`config.mk`:
```
export PLATFORM = sky130hd
export DESIGN_NAME = mcpu_gen_flat
export DESIGN_NICKNAME = d
export VERILOG_FILES = /design/src/rtl/mcpu_gen_pkg.sv /design/src/rtl/mcpu_gen_if.sv /design/src/rtl/mcpu_gen_alu.sv /design/src/rtl/mcpu_gen.sv /design/src/flat_wrapper.sv
export SDC_FILE = /design/constraint.sdc
export NUM_CORES = 1
export LEC_CHECK = 0
export ABC_AREA = 1
export CAP_MARGIN = 25
export CORE_MARGIN = 2
export CORE_UTILIZATION = 51
export DETAILED_ROUTE_END_ITERATION = 16
export GPL_TIMING_DRIVEN = 0
export PLACE_DENSITY = 0.87
export SYNTH_ARGS = -nofsm -noshare
export SYNTH_HDL_FRONTEND = slang
export SYNTH_SLANG_ARGS = --single-unit
```
`constraint.sdc`:
```
create_clock -name clk -period 1.75 [get_ports clk]
set_input_delay 0.2625 -clock clk [delete_from_list [all_inputs] [get_ports clk]]
set_output_delay 0.2625 -clock clk [all_outputs]
set_load 0.005 [all_outputs]
```
`src/rtl/mcpu_gen_pkg.sv`:
```
// Shared opcodes and FSM state encoding for the mcpu_gen accumulator core.
// MCPU_GEN_HALT_EN adds the HALT state used for self-jump halt detection.
package mcpu_gen_pkg;

    localparam logic [1:0] OP_NOR = 2'b00;
    localparam logic [1:0] OP_ADD = 2'b01;
    localparam logic [1:0] OP_STA = 2'b10;
    localparam logic [1:0] OP_JCC = 2'b11;

    typedef enum logic [2:0] {
        FETCH,
        EX_NOR,
        EX_ADD,
        EX_STA,
        JCC_NT
`ifdef MCPU_GEN_HALT_EN
        , HALT
`endif
    } state_t;

endpackage

```
`src/rtl/mcpu_gen_if.sv`:
```
// Single-port memory bus: registered address, separate read/write data, re/we strobes
// held until the memory answers with mem_rdy.
interface mcpu_gen_if #(
    parameter int DW = 8,
    parameter int AW = 6
) ();

    logic [AW-1:0] addr;
    logic [DW-1:0] data_i;
    logic [DW-1:0] data_o;
    logic          mem_re;
    logic          mem_we;
    logic          mem_rdy;

    modport master (
        output addr, data_o, mem_re, mem_we,
        input  data_i, mem_rdy
    );

    modport slave (
        input  addr, data_o, mem_re, mem_we,
        output data_i, mem_rdy
    );

endinterface

```
`src/rtl/mcpu_gen_alu.sv`:
```
// Combinational NOR/ADD datapath; other opcodes pass the accumulator through.
// Zero latency, no flow control.
module mcpu_gen_alu
    import mcpu_gen_pkg::*;
#(
    parameter int DW = 8
) (
    input  logic [1:0]    op,
    input  logic [DW-1:0] a,
    input  logic [DW-1:0] b,
    output logic [DW-1:0] res,
    output logic          cout
);

    logic [DW:0] sum;

    assign sum = {1'b0, a} + {1'b0, b};

    always_comb begin
        res  = a;
        cout = 1'b0;
        case (op)
            OP_NOR: res = ~(a | b);
            OP_ADD: {cout, res} = sum;
            default: ;
        endcase
    end

endmodule

```
`src/rtl/mcpu_gen.sv`:
```
// Accumulator CPU (NOR/ADD/STA/JCC): 2 cycles per instruction, 1 for a taken JCC,
// +1 per mem_rdy=0 cycle. MCPU_GEN_HALT_EN enables halt on a taken self-jump.
module mcpu_gen
    import mcpu_gen_pkg::*;
#(
    parameter int DW = 8,
    parameter int AW = 6
) (
    input  logic          clk,
    input  logic          rst,
    mcpu_gen_if.master    bus,
    output logic [DW-1:0] acc,
    output logic          carry,
    output logic          halted
);

    if (DW < AW + 2) begin : g_bad_width
        $error("mcpu_gen: DW must be at least AW+2");
    end

    state_t        state, state_nxt;
    logic [AW-1:0] pc, pc_nxt;
    logic [AW-1:0] adreg, adreg_nxt;
    logic [DW-1:0] acc_nxt;
    logic          carry_nxt;

    logic [1:0]    opc;
    logic [AW-1:0] tgt;
    logic [DW-1:0] alu_res;
    logic          alu_cout;

    assign opc = bus.data_i[DW-1 -: 2];
    assign tgt = bus.data_i[AW-1:0];

    // Bits between opcode and target are don't-care.
    if (DW > AW + 2) begin : g_mid
        logic unused_mid;
        assign unused_mid = ^bus.data_i[DW-3:AW];
    end

    mcpu_gen_alu #(.DW(DW)) u_alu (
        .op   ((state == EX_ADD) ? OP_ADD : OP_NOR),
        .a    (acc),
        .b    (bus.data_i),
        .res  (alu_res),
        .cout (alu_cout)
    );

    always_ff @(posedge clk) begin
        if (!rst) begin
            state <= FETCH;
            pc    <= '0;
            adreg <= '0;
            acc   <= '0;
            carry <= 1'b0;
        end else begin
            state <= state_nxt;
            pc    <= pc_nxt;
            adreg <= adreg_nxt;
            acc   <= acc_nxt;
            carry <= carry_nxt;
        end
    end

    always_comb begin
        state_nxt = state;
        pc_nxt    = pc;
        adreg_nxt = adreg;
        acc_nxt   = acc;
        carry_nxt = carry;
        case (state)
            FETCH: begin
                if (bus.mem_rdy) begin
                    pc_nxt    = adreg + AW'(1);
                    adreg_nxt = tgt;
                    case (opc)
                        OP_NOR: state_nxt = EX_NOR;
                        OP_ADD: state_nxt = EX_ADD;
                        OP_STA: state_nxt = EX_STA;
                        default: begin
                            if (carry) begin
                                state_nxt = JCC_NT;
                            end else begin
`ifdef MCPU_GEN_HALT_EN
                                state_nxt = (tgt == adreg) ? HALT : FETCH;
`else
                                state_nxt = FETCH;
`endif
                            end
                        end
                    endcase
                end
            end
            EX_NOR, EX_ADD: begin
                if (bus.mem_rdy) begin
                    acc_nxt   = alu_res;
                    if (state == EX_ADD) carry_nxt = alu_cout;
                    adreg_nxt = pc;
                    state_nxt = FETCH;
                end
            end
            EX_STA: begin
                if (bus.mem_rdy) begin
                    adreg_nxt = pc;
                    state_nxt = FETCH;
                end
            end
            JCC_NT: begin
                carry_nxt = 1'b0;
                adreg_nxt = pc;
                state_nxt = FETCH;
            end
`ifdef MCPU_GEN_HALT_EN
            HALT: ;
`endif
            default: state_nxt = FETCH;
        endcase
    end

    // Strobes depend only on state and rst so an in-flight store dies with reset.
    assign bus.mem_re = rst && (state == FETCH || state == EX_NOR || state == EX_ADD);
    assign bus.mem_we = rst && (state == EX_STA);
    assign bus.addr   = adreg;
    assign bus.data_o = (state == EX_STA) ? acc : '0;

`ifdef MCPU_GEN_HALT_EN
    assign halted = (state == HALT);
`else
    assign halted = 1'b0;
`endif

endmodule

```
`src/flat_wrapper.sv`:
```
// flat-port wrapper written by rule: the top's interface ports become plain ports
module mcpu_gen_flat import mcpu_gen_pkg::*;
#(
    parameter int DW = 8,
    parameter int AW = 6
)
  (clk, rst, acc, carry, halted, bus_addr, bus_data_o, bus_mem_re, bus_mem_we, bus_data_i, bus_mem_rdy);
  mcpu_gen_if #(.DW(DW), .AW(AW)) bus_i ();
  input  logic clk;
  input  logic rst;
  output logic [DW-1:0] acc;
  output logic carry;
  output logic halted;
  output wire logic [$bits(bus_i.addr)-1:0] bus_addr;
  output wire logic [$bits(bus_i.data_o)-1:0] bus_data_o;
  output wire logic [$bits(bus_i.mem_re)-1:0] bus_mem_re;
  output wire logic [$bits(bus_i.mem_we)-1:0] bus_mem_we;
  input wire logic [$bits(bus_i.data_i)-1:0] bus_data_i;
  input wire logic [$bits(bus_i.mem_rdy)-1:0] bus_mem_rdy;
  assign bus_addr = bus_i.addr;
  assign bus_data_o = bus_i.data_o;
  assign bus_mem_re = bus_i.mem_re;
  assign bus_mem_we = bus_i.mem_we;
  assign bus_i.data_i = bus_data_i;
  assign bus_i.mem_rdy = bus_mem_rdy;
  mcpu_gen #(.DW(DW), .AW(AW)) u_core (.clk(clk), .rst(rst), .bus(bus_i), .acc(acc), .carry(carry), .halted(halted));
endmodule
```
======== After elaboration in Yosys (flattened, before gate mapping) ========
Index checks and enable logic that the tools add are counted.
word-level totals
  flip-flop bits (word level) ............. 24
  latch bits .............................. 0
  memory bits (writable) .................. 0
  bits in read-only memories .............. 0
  input bits .............................. 11
  output and inout bits ................... 26
  memories kept ........................... 0
cells by class
  add/subtract/negate cells ............... 2
  $mul .................................... 0
  div/mod/pow operators ................... 0
  order comparisons ....................... 0
  equal/unequal tests ..................... 11
  shift operators ......................... 0
  mux-type cells .......................... 15
  bitwise logic cells ..................... 2
  reductions and logical operators ........ 17
operators with widths
  cell                 number
  $pmux 6 s3           1
  $pmux 8 s2           1
  $mux 6               2
  $add 8x8->9          1
  $mux 3               3
  $pmux 3 s3           1
  $reduce_and 3->1     3
  $mux 8               1
  $not 8->8            1
  $or 8x8->8           1
  $add 6x1->6 const B  1
  $eq 3x2->1 const B   2
  $pmux 3 s2           1
  $eq 2x1->1 const B   2
  $logic_not 2->1      2
  $mux 1               4
  $ne 2x1->1 const B   2
  $ne 2x2->1 const B   2
  $reduce_and 2->1     2
  $reduce_bool 2->1    2
  $eq 3x1->1 const B   1
  $eq 3x3->1 const B   1
  $logic_not 3->1      1
  $reduce_bool 3->1    1
  other kinds (6)      8

======== Longest topological paths before layout ========
Gate-level depths: netlist of run 1.
  depth after elaboration ................. 7
  gate-level depth with buffers ........... 10
  mapped depth without buffers ............ 10

======== By module ========
A second synthesis of run 1 with hierarchy kept.
second synthesis, totals
  cell total of the unflattened synthesis .. 335
  area, all modules ....................... 2097.0 um2
modules (own cells, without submodules)
  module        instances  cells each  area an instance (um2)
  mcpu_gen      1          219         1401.3
  mcpu_gen_alu  1          116         695.7

======== Worst setup path before layout of run 1 ========
No wires, ideal clock.
  kind .................................... register to register
  start ................................... register u_core.acc[0]
  end ..................................... register u_core.acc[6]
  setup time .............................. 0.119 ns
  data arrival time ....................... 1.552 ns
  required time ........................... 1.631 ns
  path slack .............................. 0.079 ns
  cell stages (with the launch flop) ...... 10
  cells stage by stage .................... dfxtp_1 -> ha_1 -> inv_1 -> fa_1 -> o21ai_0 -> nand2_1 -> nand2_1 -> nand2_1 -> nand3_1 -> a21oi_1
on the way
  longest elaborated chain between the ends .. 2
ends and longest elaborated chain
  item                      line                source
  start: declaration        mcpu_gen.sv:12      output logic [DW-1:0] acc,
  start signal: assignment  mcpu_gen.sv:60      acc <= acc_nxt;
  $add 8x8->9               mcpu_gen_alu.sv:17  assign sum = {1'b0, a} + {1'b0, b};
  $pmux 8 s2                mcpu_gen_alu.sv:22  case (op)
Every way passes these cells.
A chain may end at the register's enable or synchronous reset.

======== Final worst setup path of run 1 ========
  start ................................... input port bus_data_i[3]
  end ..................................... register u_core.carry
on the way
  longest elaborated chain between the ends .. 5
ends and longest elaborated chain
  item                    line                source
  start: declaration      flat_wrapper.sv:18  input wire logic [$bits(bus_i.data_i)-1:0] bus_data_i;
  $add 8x8->9             mcpu_gen_alu.sv:17
  $mux 1                  mcpu_gen_alu.sv:22
  $mux 1                  mcpu_gen.sv:97      if (state == EX_ADD) carry_nxt = alu_cout;
  $mux 1                  mcpu_gen.sv:95      if (bus.mem_rdy) begin
  $pmux 1 s2              mcpu_gen.sv:71      case (state)
  end signal: assignment  mcpu_gen.sv:61      carry <= carry_nxt;
  end: declaration        mcpu_gen.sv:13      output logic carry,
Every way passes these cells. The select of a mux whose other input is x is not followed.

==> results of run 1 <==
per-layer routing:
layer | vias up | wire length [um]
li1 | 907 | -
met1 | 863 | 1950
met2 | 84 | 2290
met3 | 7 | 307
met4 | 0 | 61
met5 | - | 0
worst max-delay path, delay by kind of cell:
family	cells	cell delay, ps
buf+inv	3	700
simple gates	5	420
fa+ha+maj	1	380
compound gates	1	220
cell type report:
type                            count  area share [%]
Multi-Input combinational cell    183            48.8
Sequential cell                    24            21.1
Timing Repair Buffer               42            17.2
Inverter                           42            6.70
Tap cell                           46            2.45
Buffer                              6            1.54
Clock inverter                      1            1.28
Clock buffer                        3           0.957
placed cells by master (no fill, tap or decap), types with 2 or more instances in the layout:
cell,count
ha_1,16
a31oi_1,2
clkbuf_4,3
ha_4,4
inv_2,4
o21bai_1,6
dlygate4sd2_1,6
o21ai_0,21
nand3_1,13
dfxtp_4,3
dfxtp_1,18
nand2_4,2
inv_1,38
nor2_2,3
nor2_1,22
o21a_1,3
dfxtp_2,3
a21oi_1,17
o21ai_1,4
buf_4,11
xnor2_1,2
or2_2,3
xor2_1,2
nand2_1,48
clkdlybuf4s50_1,23
dlymetal6s2s_1,5
buf_2,2
nand4_1,2
nand3b_1,3
stage by stage:
stage | area [um^2] | setup slack, ps | instances
2_1_floorplan | 1730 | 78.8 | 254
4_1_cts | 2230 | -94.1 | 342
6_report | 2350 | 51.2 | 347
3_5_place_dp | 2130 | -528 | 334
3_3_place_gp | 2130 | -493 | 334
5_1_grt | 2350 | -20.8 | 347
how the worst min path moves through the flow:
| stage | startpoint | endpoint | slack, ps | depth (start not counted) |
|---|---|---|---|---|
| 6_report | rst | u_core.acc[6] | 250 | 3 |
| 5_1_grt | rst | u_core.acc[0] | 240 | 3 |
| 4_1_cts | rst | u_core.acc[6] | 250 | 3 |
| 3_5_place_dp | u_core.carry | u_core.state[2] | 470 | 2 |
| 3_3_place_gp | u_core.pc[1] | u_core.pc[1] | 470 | 2 |
| 2_1_floorplan | bus_mem_rdy | u_core.carry | 410 | 2 |
flip-flops by register name (all words and copies together) (netlist names):
register / count
u_core.bus.addr: 6
u_core.carry: 1
u_core.pc: 6
u_core.acc: 8
u_core.state: 3
kinds of logic after synthesis:
kind of cell | share of synthesized area [%]
AND/OR/NAND/NOR | 24.9
AO/OA/AOI/OAI | 18.3
buffers and inverters | 11.1
flip-flops | 27.8
adder cells (fa/ha/maj) | 15.6
XOR/XNOR | 2.02
other | 0.217
where the power goes:
part	internal, mW	switching, mW	leakage (nW)
registers	0.586	0.0350	0.201
logic	0.194	0.227	0.952
clock network	0.232	0.183	0.0279
total	1.01	0.446	1.18
what timing repair did:
| item | CTS | global route |
|---|---|---|
| pin swaps | 1 | 6 |
| resized for setup | 17 | 21 |
| gates cloned | 1 | 0 |
| buffers inserted | 3 | 5 |
| setup endpoints to repair | 14 | 11 |
==> run_results.csv, run 1 <==
group,metric,value,unit
logic_synthesis,synth_largest_type_area_fraction,27.8,%
setup_path,endpoint_kind_of_the_worst_setup_timing_path,"register",
setup_path,r2r_start,"u_core.acc[3]",
logic_synthesis,ys_warn_count,0,
clock_network,clock_tree_from_tritoncts,"built",
clock_network,cts.sink_count,24,
setup_path,worst-endpoint-required,2040,ps
logic_synthesis,synth.cell_area,1730,um^2
clock_network,numCtsBuffers,3,
logic_synthesis,synth.area.top_cells,"dfxtp_1, ha_1, nand2_1",
floorplanning,die-width,62.3,um
drt,route.antenna.remaining_nets,0,
floorplanning,placement_rows,21,
timing,final.hold.worst_slack,249,ps
run_status,run_status,"complete, no violations",
drt,drt_iter0_drc,107,
cells_and_area,area.sequential,495,um^2
grt,grt_most_used_layer,"met2",
logic_synthesis,synth_area_per_cell,6.81,um^2
setup_path,setup.worst_path.start,"bus_data_i[3]",
grt,first_pass_grt_wire_length,7180,um
clock_network,cts-hold-fix-buffers,0,
cells_and_area,fillers,275,
power_and_ir_drop,totalPowerFinal,1.46,mW
drt,wire_per_inst,13.3,um
grt,grt_total_ovfl,0,
setup_path,slowest_delay,480,ps
power_and_ir_drop,leakage,1.18,nW
grt,grt_max_degree,15,
setup_path,worstSetupStartpointType,"input pin",
setup_path,worstReg2RegEnd,"u_core.carry",
logic_synthesis,synth_top_cells_by_count,"nand2_1, inv_1, dfxtp_1, nor2_1, o21ai_0",
clock_network,clkSlewWorstSetupHoldPaths,150,ps
floorplanning,initial_core_util,52.7,%
floorplanning,io_pins,37,
logic_synthesis,synth_sequential_area_ratio,27.8,%
setup_path,crit_path_end,"u_core.carry",
logic_synthesis,ffs_w_async_s_r_synth,0,%
setup_path,cp_max_fo,5,
drt,drc_errors,0,
place,io_buf_count,34,
grt,grt_antenna_before_repair,0,
cells_and_area,area.growth.synth_to_final,36.0,%
floorplanning,die_height,62.3,um
timing,final-max-slew-violation-count,0,
cells_and_area,finish.utilization,71.7,%
place,gp_congestion,0.892,
logic_synthesis,postSynthNetCount,286,
setup_path,timing.critical_path.mode_cell,"nand2_1",
drt,totalWireLength,4610,um
logic_synthesis,synth.lib_cells_used.distinct,30,
grt,grt_util_all_layers,22.6,%
logic_synthesis,syn-instance-count,254,
place,detailed_place_hpwl,3190,um
setup_path,cp_cell_sequence,"clkdlybuf4s50_1, inv_1, ha_1, nand2_1, o21ai_4, buf_4, nand4_1, nand2_1, nand4_1, nand2_1",
setup_path,worst-setup-path-type,"input pin to register",
cells_and_area,layout-drive-gt1-share,15.3,%
setup_path,r2r.worst_path.cells,9,
grt,global_route.usage.met3,2.90,%
cells_and_area,finalNetCount,334,
drt,vias_per_cell,5.36,
logic_synthesis,yosys.cell_count.top_type,"nand2_1",
timing,finalCriticalPeriod,1700,ps
setup_path,worst-endpoint-arrival,1990,ps
logic_synthesis,synth_flop_cell,"dfxtp_1",
timing,fin_tns_setup,0,ps
power_and_ir_drop,power.ir.vdd_worst,0.363,mV
cells_and_area,multi_input_comb_area,1150,um^2
timing,hold_viol,0,
logic_synthesis,yosys.area.top_type,"dfxtp_1",
grt,global_route.usage.met1,29.7,%
clock_network,cts-root-to-sink-buffers,2,
clock_network,number_of_h_tree_branching_levels,1,
cells_and_area,insertedDiodeCount,0,
timing,finClkSkew,13.8,ps
timing,min_period_over_period,97.1,%
grt,grt_util_met2,39.3,%
drt,via_count,1861,
timing,final-setup-viol-count,0,
logic_synthesis,edff_count_synth,0,
power_and_ir_drop,pwr_density_cell,619,nW/um^2
clock_network,clock_latency,330,ps
setup_path,slowest_stage,"clkdlybuf4s50_1",
min_path,worstHoldPathType,"input pin to register",
floorplanning,overall_die_area,3880,um^2
flow_run,timing.max_cap.violations,0,
drt,first_pass_iters,6,
grt,first_global_vias,1640,
setup_path,setup.reg_to_reg.worst_slack,60,ps
timing,achievable-frequency,0.589,GHz
logic_synthesis,postSynthRegisterBits,24,
clock_network,cts-root-buf,"clkbuf_4",
floorplanning,design.core.area,3280,um^2
(Power assumes the default switching activity.)
==> inputs of run 2 (changes only) <==
CTS_BUF_LIST = sky130_fd_sc_hd__clkbuf_16   (was unset)
==> run_results.csv, run 2 (synthesized netlist as in run 1, its figures left out) <==
group,metric,value,unit
clock_network,clock_tree_from_tritoncts,"built",
grt,grt_antenna_before_repair,0,
power_and_ir_drop,totalPowerFinal,1.71,mW
run_status,run_status,"complete, no violations",
place,io_buf_count,34,
timing,finClkSkew,5.31,ps
min_path,worst_hold_path.endpoint,"u_core.acc[0]",
cells_and_area,multi_input_comb_area,1170,um^2
drt,wire_per_inst,14.0,um
cells_and_area,area.sequential,492,um^2
timing,min_period_over_period,97.7,%
grt,grt_total_ovfl,0,
timing,achievable-frequency,0.585,GHz
place,gp_congestion,0.892,
cells_and_area,area.growth.synth_to_final,36.6,%
grt,grt_util_all_layers,23.9,%
floorplanning,overall_die_area,3880,um^2
flow_run,timing.max_cap.violations,0,
min_path,worstHoldPathType,"input pin to register",
setup_path,worstReg2RegEnd,"u_core.acc[6]",
cells_and_area,largest_register_ff_count,8,
timing,final-setup-viol-count,0,
timing,fin_tns_setup,0,ps
setup_path,r2r.worst_path.cells,8,
floorplanning,placement_rows,21,
cells_and_area,fillers,259,
power_and_ir_drop,power.ir.vdd_worst,0.371,mV
drt,vias_per_cell,5.46,
cells_and_area,insertedDiodeCount,0,
clock_network,numCtsBuffers,3,
floorplanning,design.core.area,3280,um^2
clock_network,cts-hold-fix-buffers,0,
setup_path,slowest_stage,"fa_2",
setup_path,cp_cell_sequence,"ha_4, inv_1, fa_2, o21ai_4, nand2_2, nand3b_1, nand3_1, a21oi_1",
setup_path,crit_buf_inv,1,
timing,final-max-slew-violation-count,0,
grt,first_pass_grt_wire_length,7440,um
setup_path,worst-endpoint-required,1940,ps
floorplanning,die_height,62.3,um
place,place_inst,334,
cells_and_area,mostFrequentLayoutCells,"nand2_1, inv_1, nor2_1",
floorplanning,die-width,62.3,um
setup_path,setup.reg_to_reg.worst_slack,40,ps
clock_network,cts-root-buf,"clkbuf_16",
drt,first_pass_iters,5,
min_path,min_from,"rst",
grt,first_global_vias,1695,
timing,worst_slack,39.9,ps
cells_and_area,final_instance_area,2360,um^2
floorplanning,io_pins,37,
setup_path,worst-endpoint-arrival,1900,ps
cells_and_area,layout_commonest_cell,"nand2_1",
drt,via_count,1855,
timing,final.hold.worst_slack,328,ps
floorplanning,initial_core_util,52.7,%
drt,drt_iter0_drc,118,
cells_and_area,instances_no_fill,340,
drt,route.antenna.remaining_nets,0,
setup_path,cp_max_fo,4,
clock_network,cts-root-to-sink-buffers,2,
timing,finalCriticalPeriod,1710,ps
min_path,whs_path_depth,3,
clock_network,number_of_h_tree_branching_levels,1,
cells_and_area,layout-drive-gt1-share,12.9,%
setup_path,r2r_start,"u_core.acc[0]",
place,placement.setup.worst_slack,-528,ps
setup_path,worst-setup-path-type,"register to register",
place,dpl_cell_area,2130,um^2
drt,drc_errors,0,
cells_and_area,largest-register,"u_core.acc",
cells_and_area,finalNetCount,327,
clock_network,cts.sink_count,24,
drt,totalWireLength,4760,um
clock_network,clkSlewWorstSetupHoldPaths,70,ps
setup_path,slowest_delay,420,ps
clock_network,clock_latency,260,ps
power_and_ir_drop,leakage,1.12,nW
setup_path,critical_path_s_top_delay_family,"adder cells",
setup_path,worstSetupStartpointType,"register",
power_and_ir_drop,pwr_density_cell,724,nW/um^2
timing,grt_setup_unrepaired,"yes",
place,detailed_place_hpwl,3190,um
timing,hold_viol,0,
setup_path,endpoint_kind_of_the_worst_setup_timing_path,"register",
cells_and_area,finish.utilization,72.0,%
grt,grt_max_degree,15,
[run 2: changes by cell type in the layout (fill, tap and decap cells not counted), sizes merged]
cell / delta
buf: -7
dlygate4sd2: +4
dlymetal6s2s: -3
clkdlybuf4s50: -1
[run 2: how the worst max path moves through the flow]
stage / cells past startpoint / slack [ps] / to / startpoint
2_1_floorplan: 9 / 80 / u_core.acc[6] / u_core.acc[0]
3_3_place_gp: 10 / -490 / u_core.acc[6] / bus_data_i[0]
3_5_place_dp: 9 / -530 / u_core.acc[6] / bus_data_i[0]
4_1_cts: 11 / 0.7 / u_core.acc[7] / bus_data_i[5]
5_1_grt: 8 / -60 / u_core.acc[6] / u_core.acc[0]
6_report: 8 / 40 / u_core.acc[6] / u_core.acc[0]
[run 2: timing repair]
item                       in CTS  in global routing
gates resized for setup        24                 15
pin swaps                       2                  3
gates cloned                    1                  0
setup endpoints to repair      15                  7
buffers inserted                0                  1
[run 2: per-layer routing]
layer | vias up | wire length, um | track usage (%)
li1 | 899 | - | -
met2 | 79 | 2400 | 41.3
met4 | 0 | 85 | 10.3
met1 | 865 | 1950 | 28.6
met5 | - | 0 | 0
met3 | 12 | 335 | 5.07
[run 2: report_power, final]
group / internal [mW] / switching [mW]
sequential: 0.586 / 0.0376
combinational: 0.192 / 0.230
clock: 0.455 / 0.211
total: 1.23 / 0.479
[run 2: worst reg2reg max path, stage by stage, from the launching register on]
cell and delay (ps):
dfxtp_4 370, ha_4 130, inv_1 50, fa_2 420, o21ai_4 210, nand2_2 80, nand3b_1 100, nand3_1 90
a21oi_1 180
[run 2: cell type report]
class / count / area share (%)
Sequential cell: 24 / 20.8
Clock inverter: 1 / 1.27
Clock buffer: 3 / 3.18
Buffer: 6 / 1.54
Tap cell: 46 / 2.44
Multi-Input combinational cell: 183 / 49.7
Timing Repair Buffer: 35 / 14.4
Inverter: 42 / 6.67
